### src/rtl/branch_redirect_ctrl_pkg.sv
// Shared types and constants for the branch redirect controller.
// Opcode/funct3 encodings, FSM states and target select.
package brc_pkg;

    localparam logic [6:0] OP_BRANCH = 7'b1100011;
    localparam logic [6:0] OP_JAL    = 7'b1101111;
    localparam logic [6:0] OP_JALR   = 7'b1100111;

    localparam logic [2:0] F3_BEQ  = 3'b000;
    localparam logic [2:0] F3_BNE  = 3'b001;
    localparam logic [2:0] F3_BLT  = 3'b100;
    localparam logic [2:0] F3_BGE  = 3'b101;
    localparam logic [2:0] F3_BLTU = 3'b110;
    localparam logic [2:0] F3_BGEU = 3'b111;

    typedef enum logic [1:0] {
        IDLE,
        REDIRECT,
        SQUASH
    } brc_state_t;

    typedef enum logic [1:0] {
        TGT_NONE,
        TGT_BR,
        TGT_JAL,
        TGT_JALR
    } brc_tgt_t;

    // JALR targets ignore bit 0 of the computed address.
    function automatic logic [31:0] jalr_mask(input logic [31:0] t);
        return {t[31:1], 1'b0};
    endfunction

endpackage

### src/rtl/branch_redirect_ctrl_if.sv
// Redirect handshake from the branch unit to the PC/fetch logic.
// Master raises valid with a stable pc until ready is seen.
interface branch_redirect_ctrl_if;

    logic        BRC_redirect_valid;
    logic        BRC_redirect_ready;
    logic [31:0] BRC_redirect_pc;

    modport master (
        output BRC_redirect_valid,
        output BRC_redirect_pc,
        input  BRC_redirect_ready
    );

    modport slave (
        input  BRC_redirect_valid,
        input  BRC_redirect_pc,
        output BRC_redirect_ready
    );

endinterface

### src/rtl/branch_redirect_ctrl_cond.sv
// Combinational control-transfer decode for the EX instruction.
// Maps opcode/funct3/flags to taken, branch, illegal and target select.
module branch_cond_decode
    import brc_pkg::*;
(
    input  logic [6:0] opcode,
    input  logic [2:0] funct3,
    input  logic       br_eq,
    input  logic       br_lt,
    input  logic       br_ltu,
    output logic       taken,
    output logic       is_branch,
    output logic       illegal,
    output brc_tgt_t   target_sel
);

    logic is_br;
    logic is_jal;
    logic is_jalr;

    assign is_br   = (opcode == OP_BRANCH);
    assign is_jal  = (opcode == OP_JAL);
    assign is_jalr = (opcode == OP_JALR);

    // Resolve the condition and the target source for each opcode class.
    always_comb begin
        taken      = 1'b0;
        is_branch  = 1'b0;
        illegal    = 1'b0;
        target_sel = TGT_NONE;
        unique case (1'b1)
            is_br: begin
                is_branch  = 1'b1;
                target_sel = TGT_BR;
                case (funct3)
                    F3_BEQ:  taken = br_eq;
                    F3_BNE:  taken = ~br_eq;
                    F3_BLT:  taken = br_lt;
                    F3_BGE:  taken = ~br_lt;
                    F3_BLTU: taken = br_ltu;
                    F3_BGEU: taken = ~br_ltu;
                    default: illegal = 1'b1;
                endcase
            end
            is_jal: begin
                taken      = 1'b1;
                target_sel = TGT_JAL;
            end
            is_jalr: begin
                taken      = 1'b1;
                target_sel = TGT_JALR;
            end
            default: ;
        endcase
    end

endmodule

### src/rtl/branch_redirect_ctrl.sv
// Branch resolution, PC redirect handshake and squash window.
// Fetch predicts not-taken, so every taken transfer redirects.
module branch_redirect_ctrl
    import brc_pkg::*;
#(
    parameter int FLUSH_CYCLES = 2,
    parameter int CNT_W        = 32
) (
    input  logic                 CLK,
    input  logic                 RST_N,
    input  logic                 BRC_ex_valid,
    input  logic                 BRC_stall,
    input  logic [6:0]           BRC_opcode,
    input  logic [2:0]           BRC_funct3,
    input  logic                 BRC_br_eq,
    input  logic                 BRC_br_lt,
    input  logic                 BRC_br_ltu,
    input  logic [31:0]          BRC_br_target,
    input  logic [31:0]          BRC_jal_target,
    input  logic [31:0]          BRC_jalr_target,
    branch_redirect_ctrl_if.master redir,
    output logic                 BRC_flush,
    output logic                 BRC_misalign_err,
    output logic                 BRC_illegal_br,
    output logic [CNT_W-1:0]     BRC_branch_cnt,
    output logic [CNT_W-1:0]     BRC_taken_cnt
);

    localparam logic [3:0]       SQ_LOAD = 4'(FLUSH_CYCLES - 1);
    localparam logic [CNT_W-1:0] CNT_ONE = CNT_W'(1);
    localparam logic [CNT_W-1:0] CNT_MAX = '1;

    brc_state_t  state;
    logic [3:0]  sq_cnt;
    logic        eval;
    logic        taken;
    logic        is_branch;
    logic        illegal;
    brc_tgt_t    target_sel;
    logic [31:0] target;
    logic        misaligned;
    logic        do_redirect;

    branch_cond_decode u_decode (
        .opcode     (BRC_opcode),
        .funct3     (BRC_funct3),
        .br_eq      (BRC_br_eq),
        .br_lt      (BRC_br_lt),
        .br_ltu     (BRC_br_ltu),
        .taken      (taken),
        .is_branch  (is_branch),
        .illegal    (illegal),
        .target_sel (target_sel)
    );

    assign eval = BRC_ex_valid & ~BRC_stall & (state == IDLE);

    // Pick the redirect target for the decoded transfer type.
    always_comb begin
        target = 32'h0;
        unique case (target_sel)
            TGT_BR:   target = BRC_br_target;
            TGT_JAL:  target = BRC_jal_target;
            TGT_JALR: target = jalr_mask(BRC_jalr_target);
            default:  target = 32'h0;
        endcase
    end

    assign misaligned  = taken & target[1];
    assign do_redirect = eval & taken & ~target[1];

    // Redirect FSM with registered handshake, flush and error pulses.
    always_ff @(posedge CLK or negedge RST_N) begin
        if (!RST_N) begin
            state                    <= IDLE;
            sq_cnt                   <= 4'd0;
            redir.BRC_redirect_valid <= 1'b0;
            redir.BRC_redirect_pc    <= 32'h0;
            BRC_flush                <= 1'b0;
            BRC_misalign_err         <= 1'b0;
            BRC_illegal_br           <= 1'b0;
        end else begin
            BRC_misalign_err <= 1'b0;
            BRC_illegal_br   <= 1'b0;
            unique case (state)
                IDLE: begin
                    if (eval) begin
                        BRC_illegal_br   <= is_branch & illegal;
                        BRC_misalign_err <= misaligned;
                    end
                    if (do_redirect) begin
                        state                    <= REDIRECT;
                        redir.BRC_redirect_valid <= 1'b1;
                        redir.BRC_redirect_pc    <= target;
                        BRC_flush                <= 1'b1;
                    end
                end
                REDIRECT: begin
                    if (redir.BRC_redirect_ready) begin
                        state                    <= SQUASH;
                        redir.BRC_redirect_valid <= 1'b0;
                        sq_cnt                   <= SQ_LOAD;
                    end
                end
                SQUASH: begin
                    if (sq_cnt == 4'd0) begin
                        state     <= IDLE;
                        BRC_flush <= 1'b0;
                    end else begin
                        sq_cnt <= sq_cnt - 4'd1;
                    end
                end
                default: begin
                    state                    <= IDLE;
                    redir.BRC_redirect_valid <= 1'b0;
                    BRC_flush                <= 1'b0;
                end
            endcase
        end
    end

    // Saturating statistics, updated in the evaluation cycle.
    always_ff @(posedge CLK or negedge RST_N) begin
        if (!RST_N) begin
            BRC_branch_cnt <= '0;
            BRC_taken_cnt  <= '0;
        end else begin
            if (eval && is_branch && BRC_branch_cnt != CNT_MAX)
                BRC_branch_cnt <= BRC_branch_cnt + CNT_ONE;
            if (do_redirect && BRC_taken_cnt != CNT_MAX)
                BRC_taken_cnt <= BRC_taken_cnt + CNT_ONE;
        end
    end

endmodule

### src/flat_wrapper.sv
// flat-port wrapper written by rule: the top's interface ports become plain ports
module branch_redirect_ctrl_flat import brc_pkg::*;
#(
    parameter int FLUSH_CYCLES = 2,
    parameter int CNT_W        = 32
)
  (CLK, RST_N, BRC_ex_valid, BRC_stall, BRC_opcode, BRC_funct3, BRC_br_eq, BRC_br_lt, BRC_br_ltu, BRC_br_target, BRC_jal_target, BRC_jalr_target, BRC_flush, BRC_misalign_err, BRC_illegal_br, BRC_branch_cnt, BRC_taken_cnt, redir_BRC_redirect_valid, redir_BRC_redirect_pc, redir_BRC_redirect_ready);
  branch_redirect_ctrl_if redir_i ();
  input  logic CLK;
  input  logic RST_N;
  input  logic BRC_ex_valid;
  input  logic BRC_stall;
  input  logic [6:0] BRC_opcode;
  input  logic [2:0] BRC_funct3;
  input  logic BRC_br_eq;
  input  logic BRC_br_lt;
  input  logic BRC_br_ltu;
  input  logic [31:0] BRC_br_target;
  input  logic [31:0] BRC_jal_target;
  input  logic [31:0] BRC_jalr_target;
  output logic BRC_flush;
  output logic BRC_misalign_err;
  output logic BRC_illegal_br;
  output logic [CNT_W-1:0] BRC_branch_cnt;
  output logic [CNT_W-1:0] BRC_taken_cnt;
  output wire logic [$bits(redir_i.BRC_redirect_valid)-1:0] redir_BRC_redirect_valid;
  output wire logic [$bits(redir_i.BRC_redirect_pc)-1:0] redir_BRC_redirect_pc;
  input wire logic [$bits(redir_i.BRC_redirect_ready)-1:0] redir_BRC_redirect_ready;
  assign redir_BRC_redirect_valid = redir_i.BRC_redirect_valid;
  assign redir_BRC_redirect_pc = redir_i.BRC_redirect_pc;
  assign redir_i.BRC_redirect_ready = redir_BRC_redirect_ready;
  branch_redirect_ctrl #(.FLUSH_CYCLES(FLUSH_CYCLES), .CNT_W(CNT_W)) u_core (.CLK(CLK), .RST_N(RST_N), .BRC_ex_valid(BRC_ex_valid), .BRC_stall(BRC_stall), .BRC_opcode(BRC_opcode), .BRC_funct3(BRC_funct3), .BRC_br_eq(BRC_br_eq), .BRC_br_lt(BRC_br_lt), .BRC_br_ltu(BRC_br_ltu), .BRC_br_target(BRC_br_target), .BRC_jal_target(BRC_jal_target), .BRC_jalr_target(BRC_jalr_target), .redir(redir_i), .BRC_flush(BRC_flush), .BRC_misalign_err(BRC_misalign_err), .BRC_illegal_br(BRC_illegal_br), .BRC_branch_cnt(BRC_branch_cnt), .BRC_taken_cnt(BRC_taken_cnt));
endmodule
### config.mk
export PLATFORM = sky130hd
export DESIGN_NAME = branch_redirect_ctrl_flat
export DESIGN_NICKNAME = d
export VERILOG_FILES = /design/src/rtl/branch_redirect_ctrl_pkg.sv /design/src/rtl/branch_redirect_ctrl_if.sv /design/src/rtl/branch_redirect_ctrl_cond.sv /design/src/rtl/branch_redirect_ctrl.sv /design/src/flat_wrapper.sv
export SDC_FILE = /design/constraint.sdc
export NUM_CORES = 1
export LEC_CHECK = 0
export BUFFER_PORTS_ARGS = -buffer_cell sky130_fd_sc_hd__buf_4
export CAP_MARGIN = 20
export CORE_UTILIZATION = 45
export CTS_CLUSTER_SIZE = 20
export DETAILED_ROUTE_END_ITERATION = 16
export GPL_TIMING_DRIVEN = 0
export PLACE_DENSITY = 0.78
export SYNTH_ARGS = -nofsm -noshare
export SYNTH_HDL_FRONTEND = slang
export SYNTH_SLANG_ARGS = --single-unit
### constraint.sdc
create_clock -name CLK -period 2 [get_ports CLK]
set_input_delay 0.2 -clock CLK [delete_from_list [all_inputs] [get_ports CLK]]
set_output_delay 0.2 -clock CLK [all_outputs]
set_load 0.1 [all_outputs]
# Word level (Yosys, flattened, before mapping)
# Cells that the tools add are included.
# Widths: inputs -> output; s select.
[word_totals]
out_inout_bits = 100
word_cells = 81
register_bits = 106
[op_classes]
n_bitwise = 13
n_mux = 23
n_eq_ne = 19
add_sub_neg = 3
n_reduce_logical = 14
[ops]
columns = ["op", "count"]
rows = [
  ["$pmux 32 s3", 1],
  ["$add 32x1->32 const B", 2],
  ["$ne 32x32->1 const B", 2],
  ["$eq 7x7->1 const B", 3],
  ["$eq 3x3->1 const B", 4],
  ["$pmux 2 s3", 2],
  ["$reduce_and 3->1", 4],
  ["$mux 1", 10],
  ["$mux 4", 2],
  ["$pmux 4 s2", 1],
  ["$not 1->1", 7],
  ["$and 1x1->1", 6],
  ["$eq 2x2->1 const B", 3],
  ["$mux 2", 3],
  ["$pmux 1 s3", 2],
  ["$pmux 1 s6", 1],
  ["$reduce_or 6->1", 1],
  ["$eq 2x1->1 const B", 2],
  ["$logic_not 4->1", 1],
  ["$ne 2x1->1 const B", 2],
  ["$ne 2x2->1 const B", 2],
  ["$sub 4x1->4 const B", 1],
  ["$eq 3x1->1 const B", 1],
  ["$logic_and 1x1->1", 3],
  ["other kinds (6)", 6],
]

# Logic depth before layout (Yosys ltp)
# Gate-level depths: netlist (run 1).
[logic_depth]
word_depth = 8
mapped_depth = 10

# By module
# Synthesis (run 1) repeated with hierarchy kept, for this count alone.
[hier_totals]
hier_cells = 566
hier_area_um2 = 5434.0
[modules_own_cells]
columns = ["mod", "seq_area_each_um2", "instances", "cells_each", "area_per_inst_um2"]
rows = [
  ["branch_redirect_ctrl", 2652.5, 1, 550, 5321.4],
  ["branch_cond_decode", 0.0, 1, 16, 112.6],
]

# Worst setup path before layout (run 1)
# No wires, ideal clock.
[synth_path]
kind = "register -> register"
from = "register u_core.BRC_taken_cnt[0]"
to = "register u_core.BRC_taken_cnt[17]"
t_required_ps = 1841
path_buffers = 1
path_slack_ps = -756
path_stages_with_launch = 9
arrival_time_ps = 2597
synth_period_minus_slack_ps = 2756
cell_sequence = "dfrtp_1 ha_1 nand2_1 nor4_1 and3_1 nor3_2 buf_2 nand4_1 xnor2_1"
[synth_between]
elab_chain_cells = 2
word_cells_on_any_way = 3
cone_classes = "1 x add/sub; 1 x eq/ne; 1 x reduce/logical"
[synth_rtl]
columns = ["element", "line", "rtl"]
rows = [
  ["start, declared", "branch_redirect_ctrl.sv:26", "output logic [CNT_W-1:0] BRC_taken_cnt"],
  ["start signal, assigned", "branch_redirect_ctrl.sv:131", "BRC_taken_cnt <= BRC_taken_cnt + CNT_ONE;"],
  ["parallel branches: the longest is 2 deep, another holds $add 32x1->32", "-", ""],
]
# Parallel ways; which one is timed is not known.
# A chain may end at the register's enable or synchronous reset.

# Worst setup path in the final report (run 1)
[layout_path]
from = "register u_core.state[1]"
to = "register u_core.BRC_branch_cnt[12]"
[layout_between]
elab_chain_cells = 4
[layout_rtl]
columns = ["element", "line", "rtl"]
rows = [
  ["start, declared", "branch_redirect_ctrl.sv:33", "brc_state_t state;"],
  ["start signal, assigned", "branch_redirect_ctrl.sv:75", "state <= IDLE;"],
  ["start signal, assigned", "branch_redirect_ctrl.sv:92", "state <= REDIRECT;"],
  ["start signal, assigned", "branch_redirect_ctrl.sv:100", "state <= SQUASH;"],
  ["$logic_not 2->1", "branch_redirect_ctrl.sv:56", "assign eval = BRC_ex_valid & ~BRC_stall & (state == IDLE);"],
  ["$and 1x1->1", "branch_redirect_ctrl.sv:56", ""],
  ["$logic_and 1x1->1 (2 in a row)", "branch_redirect_ctrl.sv:128", "if (eval && is_branch && BRC_branch_cnt != CNT_MAX)"],
  ["end signal, assigned", "branch_redirect_ctrl.sv:129", "BRC_branch_cnt <= BRC_branch_cnt + CNT_ONE;"],
  ["end, declared", "branch_redirect_ctrl.sv:25", "output logic [CNT_W-1:0] BRC_branch_cnt,"],
]
# No other way between the ends.

==> run metrics, run 1 <==
max-cap violations=0; top cell type's share of synthesized area=48.3%; crit path from=u_core.state[1]; DRT antenna net count=0; busiest layer in global routing=met2; final hold vios=0; post-synthesis sequential area ratio=48.3%; critical path's slowest cell=dfrtp_2; syn nets=707; routed vias=5,355; Final Wtd Congestion=between 0.8 and 0.9; Post-Syn Area=5490 sq um; I/O pin count=214; Clk Latency, worst-skew pair=350 ps; top_reg_cell synth=dfrtp_1; total track usage=between 20 and 30%; CTS HTree Levels=3; Nets=~970; met3 Usage GRT=3.13%; Most Frequent Cell on Critical Path=buf_4; Via density=~5.4; fin crit period=around 2100 ps; Worst path max stage delay=430 ps; max_slew headroom=a little under half; Initial Util=47.1%; drt drc=0; Worst Hold Class=input pin to flop; gr ovfl total=0; initial antenna violation count=0; failing checks=negative setup slack; Max Fclk=480 MHz; Buffers on Ports=211; area delta synth->final=56.1%; post-DP HPWL=11.6 mm; final setup fails=37; most common cell in the netlist=nand2_1; pin count of the biggest net entering global routing=60; Syn Area/Cell=9.31 sq um; status=finished with violations; final cycle utilization of the critical path=104%; distinct cell type count of the synthesized netlist=47; wire length per cell=16.2 um; pre-CTS WS=-894 ps; crit-path cells=nor4b_4 -> buf_4 -> buf_4 -> nand2_2 -> nor4_4 -> and2_1 -> buf_6 -> buf_4 -> xor2_1; worst vdd rail ir drop=383 uV; critical path class=flop to flop; final setup margin=-83.7 ps; die area=12,600 sq um; FF+latch count, synth=about 110; Post-synth EDFFs=0; CP Data Arrival Time=2350 ps; clk_skew=8.77 ps; leading area contributor after synthesis=dfrtp_1; Leakage=4.18 nW; Synthesis Warnings=0; CP max FO=7; Worst R2R End=u_core.BRC_branch_cnt[12]; Clock Path Buffers=2; WL final=16.2 mm; CTS tree=done; FF-to-FF Start=u_core.state[1]; Hold Path Origin=BRC_funct3[2]; CP startpoint kind=flop; DR iter-0 viols=roughly 290; layout cells sized above 1=a little under half; first-pass GRT wire length=25.3 mm; vias in the first global route=5,311; TNS Setup=-996 ps; unrepaired setup endpoints after global routing=yes; total CTS buffers=9; Core ar.=11,700 sq um; clk slew on worst S/H paths=70 ps; ys async rst share=100%; Global Route met1 Usage=roughly 30%; Synth area leaders=dfrtp_1, nand2_1, xnor2_1; hold path depth=2; # diodes=0; Worst EP required=2270 ps; clk sink count=~110; TritonRoute pass-1 iters=4; Syn Inst Count=590; reg2reg setup slack=-80 ps; Hold Path End=u_core.BRC_illegal_br; R2R depth=9; Max Slew Vio Count=0; Tightest Pin Transition=between 800 and 900 ps; Die X=~110 um; top cells by count, synth=nand2_1, dfrtp_1, nand3_1; Root Buffer Master=clkbuf_16; # rows=39; Die Ht=112 um; crit path capture type=flop; PD cells=546 nW/um^2; met2 global-route usage=45.8%
==> where the power goes <==
group	internal [mW]	switching [mW]	total, mW
Sequential	2.19	0.0427	2.23
Clock	1.03	0.788	1.82
Combinational	0.273	0.355	0.628
Total	3.49	1.19	4.68
==> final cells by class <==
type | count | area (sq um)
clock buffers | 11 | 253
plain buffers | 25 | 168
clock inverters | 5 | 52.6
multi-input cells | 451 | 3110
flip-flops and latches | 106 | 2840
fillers | 811 | 3090
well taps | 143 | 179
inverters | 8 | 30.0
repair buffers | 247 | 1930
==> cells in the final DEF, fill, tap and decap left out, types with 4 or more instances in the layout <==
cell,n
nand3_1,53
dfrtp_4,43
buf_6,11
nand2_1,123
dfrtp_1,40
xnor2_1,41
o21ai_0,34
mux2_2,4
nor3_1,4
and3_1,4
inv_1,8
dfrtp_2,23
nand2_2,6
and2_1,6
nand4_1,21
clkbuf_16,10
nor3_4,4
nor3_2,7
nand3_2,8
mux2i_1,33
xor2_1,19
buf_4,238
nor2_1,24
clkbuf_1,12
nor4_4,9
==> layer usage <==
metal / wire length (um) / vias to the layer above / part of all wire (%)
li1: - / 2544 / -
met1: 6500 / 2602 / 40
met2: 8570 / 177 / 53
met3: 739 / 32 / 4.6
met4: 344 / 0 / 2.1
met5: 0 / - / 0
==> cell families after synthesis <==
kind of cell	Yosys count	share of synthesized area [%]
AOI/OAI and AO/OA	47	4.99
xor gates and xnor gates	62	9.89
adders and majority gates	3	0.684
buffers and inverters	34	2.62
DFF	106	48.3
muxes	37	6.84
and+or+nand+nor	301	26.7
==> critical path: cells and delay by family (launching register included) <==
family	cells	cell delay, ps
buf+inv	4	580
xor+xnor	1	140
flops	1	430
simple gates	4	850
==> worst max path at each step <==
stage / endpoint / slack, ps / depth (start not counted)
2_1_floorplan: u_core.BRC_branch_cnt[25] / -20 / 7
3_3_place_gp: u_core.redir.BRC_redirect_pc[5] / -780 / 6
3_5_place_dp: u_core.redir.BRC_redirect_pc[19] / -890 / 6
4_1_cts: u_core.BRC_taken_cnt[20] / -30 / 7
5_1_grt: u_core.BRC_branch_cnt[12] / -140 / 9
6_report: u_core.BRC_branch_cnt[12] / -80 / 9
==> flip-flops by register name, indices dropped and copies added (netlist names) <==
name	flops
u_core.BRC_branch_cnt	32
u_core.BRC_flush	1
u_core.BRC_illegal_br	1
u_core.BRC_misalign_err	1
u_core.BRC_taken_cnt	32
u_core.redir.BRC_redirect_pc	32
u_core.redir.BRC_redirect_valid	1
u_core.sq_cnt	4
u_core.state	2
==> stage by stage <==
stage	util (%)	power, mW	instance area (sq um)	hold WS [ps]	std cells
after floorplan	-	2.58	5860	-95.6	590
after global placement	65.3	2.86	7620	408	944
after detailed placement	65.6	2.88	7650	256	945
after CTS	70.9	4.70	8270	62.8	979
after global routing	73.5	4.83	8570	81.8	996
final	73.5	4.68	8570	74.0	996
==> what timing repair did <==
action,4_1_cts,5_1_grt
endpoints found under the setup margin,84,74
resized for setup,36,41
hold buffers,1,0
cloned,2,3
pin swaps,15,25
hold endpoints to repair,47,0
buffers inserted,16,14
No activity file was read; power rests on OpenSTA's default activity.
==> inputs of run 2 (changes only) <==
--- a/config.mk
+++ b/config.mk
@@ -12,6 +12,7 @@
 export DETAILED_ROUTE_END_ITERATION = 16
 export GPL_TIMING_DRIVEN = 0
 export PLACE_DENSITY = 0.78
+export SETUP_SLACK_MARGIN = 0.4
 export SYNTH_ARGS = -nofsm -noshare
 export SYNTH_HDL_FRONTEND = slang
 export SYNTH_SLANG_ARGS = --single-unit
==> run 2 against run 1 <==
Effect of this change:
- the run still ends with negative setup slack left
- critical path depth decreased by 1
- register-to-register slack got worse by 70 ps
- final cell count increased by 3.1%
- die area unchanged
- wire length increased by 11%
- setup slack got worse by 72 ps
- clock power decreased by 8%
- highest routed layer unchanged
==> run metrics, run 2 (synthesis results as in run 1) <==
status=finished with violations; failing checks=negative setup slack; Tightest Pin Transition=765 ps (-36.0 ps); Nets=996 (+3.2%); max-cap violations=0 (unchanged); # diodes=0 (unchanged); clk sink count=106 (unchanged); vias in the first global route=5,637 (+6.1%); WL met1=7.09 mm (+9.0%); I/O pin count=214 (unchanged); clk slew on worst S/H paths=70 ps (about the same); first-pass GRT wire length=27.4 mm (+8.5%); total power=4.56 mW (-2.6%); crit path capture type=flop; Worst setup endpoint=u_core.BRC_taken_cnt[31]; area delta synth->final=70.5%; Via density=5.41 (+0.68%); clk_skew=11.4 ps (+2.58 ps); commonest non-fill, non-tap cells in the layout=buf_4, nand2_1, dfrtp_4, nand3_1, dfrtp_1; post-DP HPWL=11.9 mm (+2.6%); routed vias=5,559 (+3.8%); TritonRoute pass-1 iters=5 (+1); WL final=17.9 mm (+11%); Top Registers=u_core.BRC_branch_cnt x32, u_core.BRC_taken_cnt x32, u_core.redir.BRC_redirect_pc x32; Initial Util=47.1% (unchanged); initial antenna violation count=0 (unchanged); commonest non-fill, non-tap cell in the layout=buf_4; top routing layer used=met4; CP max FO=5 (-2); Worst Hold Class=input pin to flop; CTS tree=done; CTS HTree Levels=3 (unchanged); drt drc=0 (unchanged); Max Fclk=464 MHz (-3.3%); max_slew headroom=49.0% (+2.7 points); # rows=39 (unchanged); Buffers on Ports=211 (unchanged); CP startpoint kind=flop; final setup fails=28 (-24%); final cycle utilization of the critical path=108% (+3.6 points); die area=12,600 sq um (unchanged); DRT antenna net count=0 (unchanged); crit path from=u_core.state[1]; Finished Core Util=80.3% (+6.8 points); FF-to-FF Start=u_core.state[1]; Clock Path Buffers=2 (unchanged); wire length per cell=17.5 um (+7.6%); Worst EP required=2240 ps (-30 ps); gr ovfl total=0 (unchanged); final setup margin=-155 ps (-71.6 ps); worst vdd rail ir drop=353 uV (-7.9%); met3 WL=916 um (+24%); Worst R2R End=u_core.BRC_taken_cnt[31]; Max Slew Vio Count=0 (unchanged); total track usage=27.5% (+2.4 points); layout cells sized above 1=55.4% (+8.0 points); final hold vios=0 (unchanged); Die X=112 um (unchanged); Clk Latency, worst-skew pair=350 ps (about the same); Die Ht=112 um (unchanged); TNS Setup=-867 ps (+129 ps); Root Buffer Master=clkbuf_16; CP Data Arrival Time=2400 ps (+50 ps); total CTS buffers=9 (unchanged); DR WL met2=9.33 mm (+8.8%); critical path class=flop to flop; Leakage=4.74 nW (+13%); unrepaired setup endpoints after global routing=yes; Final Wtd Congestion=0.819 (-6.2%); PD cells=487 nW/um^2 (-11%); R2R depth=8 (-1); reg2reg setup slack=-160 ps (-70 ps); pin count of the biggest net entering global routing=64 (+6.7%); cell total after placement=945 (unchanged); Final Non-Filler Cells=1,027 (+3.1%); DR iter-0 viols=319 (+8.5%); fin crit period=2160 ps (+71.6 ps); Core ar.=11,700 sq um (unchanged)
## run 2: what timing repair did
item	in CTS	in global routing
cloned	4	0
setup endpoints to repair	105	105
gates resized for setup	94	33
buffers inserted	49	12
hold buffers	1	0
pin swaps	85	28
endpoints found under the hold margin	43	0
## run 2: through the flow
step / hold slack, ps / cell area [sq um] / worst slack, ps
CTS: 57.3 / 9090 / -53.6
finish: 72.9 / 9360 / -155
floorplan: -95.6 / 6150 / -20.7
global route: 81.5 / 9360 / -266
global placement: 411 / 7920 / -477
detailed placement: 241 / 7940 / -510
## run 2: worst min-delay path by stage
stage / start / endpoint / slack, ps / cells after the start
floorplan: RST_N / u_core.BRC_branch_cnt[18] / -100 / 0
global placement: BRC_funct3[2] / u_core.BRC_illegal_br / 410 / 2
detailed placement: RST_N / u_core.BRC_taken_cnt[10] / 240 / 1
CTS: BRC_funct3[2] / u_core.BRC_illegal_br / 60 / 2
global route: BRC_funct3[2] / u_core.BRC_illegal_br / 80 / 2
finish: BRC_funct3[2] / u_core.BRC_illegal_br / 70 / 2
## run 2: critical path, cell delays in order, from the launching register on
cell and delay, ps:
dfrtp_2 430, nor4b_4 260, buf_4 180, nand3_4 90, or3_4 380, buf_8 160, buf_6 110, nor4_4 210
xor2_1 240
## run 2: area by class of cell
type                       count  area, sq um
clock inverter                 2         12.5
multi-input combinational    450         3550
tap                          143          179
clock buffer                  14          254
inverter                       8         30.0
sequential                   106         2880
fill                         734         2300
timing repair buffer         278         2270
buffer                        26          196
## run 2: report_power, final
part	internal [mW]	switching (mW)	leakage, nW
clock	0.881	0.787	0.127
combinational	0.285	0.373	3.29
sequential	2.19	0.0426	1.33
total	3.35	1.20	4.74
## run 2: layer usage
metal | vias to the layer above | GRT usage [%]
met1 | 2687 | 32.7
met2 | 224 | 49.4
met3 | 43 | 4.32
met5 | - | 0
li1 | 2605 | -
met4 | 0 | 12.1
